===== config.mk =====
export PLATFORM = sky130hd
export DESIGN_NAME = hazard_scoreboard
export DESIGN_NICKNAME = d
export VERILOG_FILES = /design/src/rtl/hazard_scoreboard.sv
export SDC_FILE = /design/constraint.sdc
export NUM_CORES = 1
export LEC_CHECK = 0
export ABC_AREA = 1
export BUFFER_PORTS_ARGS = -buffer_cell sky130_fd_sc_hd__buf_2
export CORE_MARGIN = 1
export CORE_UTILIZATION = 44
export DETAILED_ROUTE_END_ITERATION = 10
export GPL_TIMING_DRIVEN = 0
export HOLD_SLACK_MARGIN = 0.08
export PLACE_DENSITY_LB_ADDON = 0.08
export SYNTH_ARGS = -nofsm -noshare
export SYNTH_HDL_FRONTEND = slang
export SYNTH_SLANG_ARGS = --single-unit

===== constraint.sdc =====
create_clock -name clk -period 1.2 [get_ports clk]
set_input_delay 0.18 -clock clk [delete_from_list [all_inputs] [get_ports clk]]
set_output_delay 0.18 -clock clk [all_outputs]
set_load 0.1 [all_outputs]

===== src/rtl/hazard_scoreboard.sv =====
// Load-use stall / flush bubble control with a DEPTH-entry shift-register scoreboard and
// registered forwarding selects. Optional stall/flush counters: define HAZARD_STATS_EN.
module hazard_scoreboard #(
   parameter int NUM_REGS   = 32,
   parameter int DEPTH      = 3,
   parameter int LOAD_STAGE = 2,
   localparam int RAW       = $clog2(NUM_REGS),
   localparam int FSW       = $clog2(DEPTH)
) (
   input  logic           clk,
   input  logic           reset,
   input  logic           id_valid,
   input  logic [RAW-1:0] id_rs1,
   input  logic [RAW-1:0] id_rs2,
   input  logic           id_rs1_used,
   input  logic           id_rs2_used,
   input  logic [RAW-1:0] id_rd,
   input  logic           id_reg_write,
   input  logic           id_mem_read,
   input  logic           flush_i,
   output logic           stall_o,
   output logic           pc_write_en,
   output logic           if_id_write_en,
   output logic           id_ex_bubble,
   output logic [FSW-1:0] fwd_sel_rs1,
   output logic [FSW-1:0] fwd_sel_rs2
`ifdef HAZARD_STATS_EN
   ,
   output logic [31:0]    stall_count,
   output logic [31:0]    flush_count
`endif
);

   logic [DEPTH-1:0] r_v;
   logic [DEPTH-1:0] r_rw;
   logic [DEPTH-1:0] r_ld;
   logic [RAW-1:0]   r_rd [DEPTH];
   logic [FSW-1:0]   r_sel1;
   logic [FSW-1:0]   r_sel2;

   logic [DEPTH-1:0] w_m1;
   logic [DEPTH-1:0] w_m2;
   logic             w_ld_hit;
   logic             w_stall;
   logic             w_bubble;
   logic             w_issue;
   logic [FSW-1:0]   w_sel1;
   logic [FSW-1:0]   w_sel2;
   logic             w_f1;
   logic             w_f2;

   always_comb begin
      w_m1 = '0;
      w_m2 = '0;
      for (int unsigned j = 0; j < DEPTH; j++) begin
         w_m1[j] = r_v[j] & r_rw[j] & (r_rd[j] == id_rs1) & (id_rs1 != '0) & id_rs1_used;
         w_m2[j] = r_v[j] & r_rw[j] & (r_rd[j] == id_rs2) & (id_rs2 != '0) & id_rs2_used;
      end
   end

   // A load only stalls while its data is still upstream of LOAD_STAGE's output.
   always_comb begin
      w_ld_hit = 1'b0;
      for (int unsigned j = 0; j < DEPTH - 1; j++) begin
         if (((j + 1) < LOAD_STAGE) && r_ld[j] && (w_m1[j] || w_m2[j]))
            w_ld_hit = 1'b1;
      end
   end

   assign w_stall  = ~reset & ~flush_i & id_valid & w_ld_hit;
   assign w_bubble = w_stall | flush_i;
   assign w_issue  = id_valid & ~w_bubble;

   // Youngest producer wins; WB (last entry) is excluded since the regfile writes through.
   always_comb begin
      w_sel1 = '0;
      w_sel2 = '0;
      w_f1   = 1'b0;
      w_f2   = 1'b0;
      for (int unsigned j = 0; j < DEPTH - 1; j++) begin
         if (w_m1[j] && !w_f1) begin
            w_sel1 = FSW'(j + 1);
            w_f1   = 1'b1;
         end
         if (w_m2[j] && !w_f2) begin
            w_sel2 = FSW'(j + 1);
            w_f2   = 1'b1;
         end
      end
   end

   always_ff @(posedge clk) begin
      if (reset) begin
         r_v    <= '0;
         r_rw   <= '0;
         r_ld   <= '0;
         r_sel1 <= '0;
         r_sel2 <= '0;
         for (int unsigned j = 0; j < DEPTH; j++)
            r_rd[j] <= '0;
      end else begin
         for (int unsigned j = 1; j < DEPTH; j++) begin
            r_v[j]  <= r_v[j-1];
            r_rw[j] <= r_rw[j-1];
            r_ld[j] <= r_ld[j-1];
            r_rd[j] <= r_rd[j-1];
         end
         r_v[0]  <= w_issue;
         r_rw[0] <= id_reg_write;
         r_ld[0] <= id_mem_read;
         r_rd[0] <= id_rd;
         r_sel1  <= w_issue ? w_sel1 : '0;
         r_sel2  <= w_issue ? w_sel2 : '0;
      end
   end

   assign stall_o        = w_stall;
   assign pc_write_en    = ~w_stall | flush_i;
   assign if_id_write_en = ~w_stall | flush_i;
   assign id_ex_bubble   = w_bubble;
   assign fwd_sel_rs1    = r_sel1;
   assign fwd_sel_rs2    = r_sel2;

`ifdef HAZARD_STATS_EN
   logic [31:0] r_stall_cnt;
   logic [31:0] r_flush_cnt;

   always_ff @(posedge clk) begin
      if (reset) begin
         r_stall_cnt <= '0;
         r_flush_cnt <= '0;
      end else begin
         if (w_stall && (r_stall_cnt != '1))
            r_stall_cnt <= r_stall_cnt + 32'd1;
         if (flush_i && (r_flush_cnt != '1))
            r_flush_cnt <= r_flush_cnt + 32'd1;
      end
   end

   assign stall_count = r_stall_cnt;
   assign flush_count = r_flush_cnt;
`endif

endmodule


==> summary.md <==
| Metric | Value |
|---|---|
| Gr usage total | 21.71% |
| Top cells by area, synth | dfxtp_1 (41%), nor2_1 (11%), inv_1 (11%) |
| N_diodes | 0 |
| Initial antenna violation count | 0 |
| Slew at the pin closest to its max-slew limit | 0.4278 ns |
| Most common flop cell mapped by yosys | dfxtp_1 |
| RSZ-0062 raised after global routing | yes |
| Final nets | 205 |
| Mean cell area of the mapped netlist | 6.850 µm² |
| Pre-antenna DRT Iters | 4 |
| Yosys warning total | 0 |
| TritonCTS buffer count | 3 |
| Clock Sinks | 19 |
| Root buf cell | clkbuf_4 |
| Seq/Total Area, Yosys | 40.53% |
| Critical path data arrival time | 1.63 ns |
| Max Cap Violations | 0 |
| CP Capture Type | primary output |
| Failing checks | negative setup slack |
| Syn nets | 160 |
| Crit path max fanout | 4 |
| Worst-Skew Late Latency | 0.30 ns |
| Multiplexer share of the synthesized area | 0% |
| Area growth syn-to-layout | 44.13% |
| Largest family of logic cells by synthesized area | simple AND/OR/NAND/NOR gates |
| Share of cells above drive strength 1 | 35.91% |
| Synth unique cells | 21 |
| Pwr per Cell Area | 904.1 nW/µm² |
| Post-synthesis adder-cell area fraction | 0% |
| HP Class | in -> reg |
| Simple-gate portion of the synthesized area | 32.13% |
| Core area | 1982 µm² |
| 1st-iter DRT viols | 14 |
| Setup WS post-layout | -0.6115 ns |
| Number of global-route vias before repair | 813 |
| Tmin final | 1.812 ns |
| H-tree levels | 1 |
| Final ANT Viol Nets | 0 |
| TritonCTS clock tree | done |
| Crit path max-delay cell type | dfxtp_2 |
| Number of core rows | 16 |
| Clock Skews | 0.001336 ns |
| Final GP Congestion | 0.8124 |
| Asr flop ratio synth | 0% |
| Final setup viols | 8 |
| Number of flops mapped to enable cells by yosys | 0 |
| XOR/XNOR Fraction of Synth Area | 11.20% |
| Placed Instance Area | 1146 µm² |
| Clock transition at path regs | 0.11 ns |
| IO Port Bufs | 30 |
| Die W | 48.18 µm |
| Max transition margin | 71.48% |
| Startpoint Class | register |
| Fin area | 1353 µm² |
| Slew Limit Fails | 0 |
| WL per Instance | 9.981 µm |
| Final hold violations | 0 |
| Chip Height | 48.18 µm |
| Synth top area share | 40.53% |
| GR Overflow Total | 0 |
| Io pins | 31 |
| Mapped Cells | 137 |
| Via count | 911 |
| Status | finished with violations |
| Compound-gate portion of the synthesized area | 3.200% |
| Die footprint | 2321 µm² |
| Initial core utilization | 47.35% |
| Pin count of the biggest net entering global routing | 12 |
| Post-DP HPWL | 1482 µm |
| Kind of critical path | reg -> out |
| Synth area leader | dfxtp_1 |
| Area of the mapped netlist | 938.4 µm² |
| Routed WL | 2076 µm |
| Drt drc | 0 |
| First-pass GRT wire length | 3298 µm |
| Critical Path Max Stage Delay | 0.34 ns |
| Final hold slack | 0.1143 ns |
| Period utilisation layout | 151.0% |
| Via-to-Cell Ratio | 4.380 |
| Yosys reg bits | 19 |
| Maximum vdd drop | 0.7203 mV |
| R2r setup slk | -0.18 ns |
| Crit-path cells | buf_4, nand2_1, nand3_1, nor2_1, nand2_2, nand2_4, nand3_4, buf_6, buf_12 |
| Pleak | 0.6756 nW |
| CTS Buffer Depth | 2 |
| Worst Path Required | 1.02 ns |
| Max frequency | 0.5520 GHz |
[report_power, final]
group / switching, mW / total (mW) / internal (mW) / leakage [nW]
clock network: 0.207 / 0.331 / 0.125 / 0.0177
logic: 0.112 / 0.215 / 0.103 / 0.500
registers: 0.0201 / 0.676 / 0.656 / 0.158
[routing by layer]
metal,share of wire [%],track usage (%),vias up
li1,-,-,488
met1,42,24.15,395
met2,51,38.13,23
met3,4.3,4.815,5
met4,2.4,11.67,0
met5,0,0,-
[cell type report]
type,instances,area [µm²]
multi-input combinational,87,473.0
inverter,29,113.9
buffer,2,15.01
sequential,19,389.1
fill,182,629.4
timing repair buffer,40,300.3
clock inverter,1,5.005
clock buffer,3,22.52
tap,27,33.78
[state kept, by name, summed over array words and instances (netlist names)]
signal	cells
r_rw	2
r_v	2
fwd_sel_rs1	2
fwd_sel_rs2	2
r_rd	10
r_ld	1
[worst paths after layout]
kind,depth (start not counted),endpoint,start
worst max-delay path,9,pc_write_en,r_rd[0][2]$_SDFF_PP0_
worst min-delay path,2,r_rw[1]$_SDFF_PP0_,reset
worst max register to register,11,fwd_sel_rs1[0]$_SDFF_PP0_,r_rd[0][2]$_SDFF_PP0_
worst min register to register,2,r_rw[1]$_SDFF_PP0_,r_rw[0]$_SDFF_PP0_
[placed cells by master, fill, tap and decap left out, types with 2 or more instances in the layout]
cell type / count
a21oi_1: 2
buf_12: 3
buf_2: 22
buf_4: 8
clkbuf_4: 3
clkinv_2: 2
dfxtp_1: 12
dfxtp_2: 7
dlygate4sd3_1: 7
inv_1: 22
inv_2: 5
nand2_1: 20
nand2_2: 6
nand2_4: 3
nand3_1: 3
nand4_1: 2
nor2_1: 28
nor2_2: 2
o21ai_0: 3
xnor2_1: 8
xor2_1: 4
[cells in the mapped netlist, types with 2 or more instances]
cell type  number
xor2_1          4
nand2_1        24
nor2_1         28
nand2_2         5
xnor2_1         8
nand3_1         3
inv_1          27
nor2_2          2
nand4_1         2
dfxtp_1        19
o21ai_0         3
a21oi_1         3
[worst max-delay path: cells and delay by family, from the launching register on]
kind | cells | cell delay, ns
buf+inv | 3 | 0.42
simple gates | 6 | 0.55
flops | 1 | 0.34
[kinds of logic after synthesis]
kind of cell,after synthesis
buf+inv,31
flops,19
xor+xnor,12
compound gates,6
simple gates,69
[through the flow]
stage	worst slack, ns	TNS [ns]	util, %	cells	power (mW)
global route	-0.7016	-3.751	68.24	208	1.288
CTS	-0.6114	-2.696	66.60	206	1.229
global placement	-0.4992	-1.809	57.83	194	0.8671
finish	-0.6115	-3.052	68.24	208	1.223
floorplan	-0.5815	-1.585	-	137	0.7999
detailed placement	-0.5136	-1.856	57.83	194	0.8708
[what timing repair did]
action / CTS / global route
gates resized for setup: 22 / 9
setup buffers: 1 / 2
hold buffers: 7 / 0
endpoints found under the setup margin: 12 / 8
hold endpoints to repair: 7 / 0
pin swaps: 5 / 7
(Power assumes the default switching activity.)
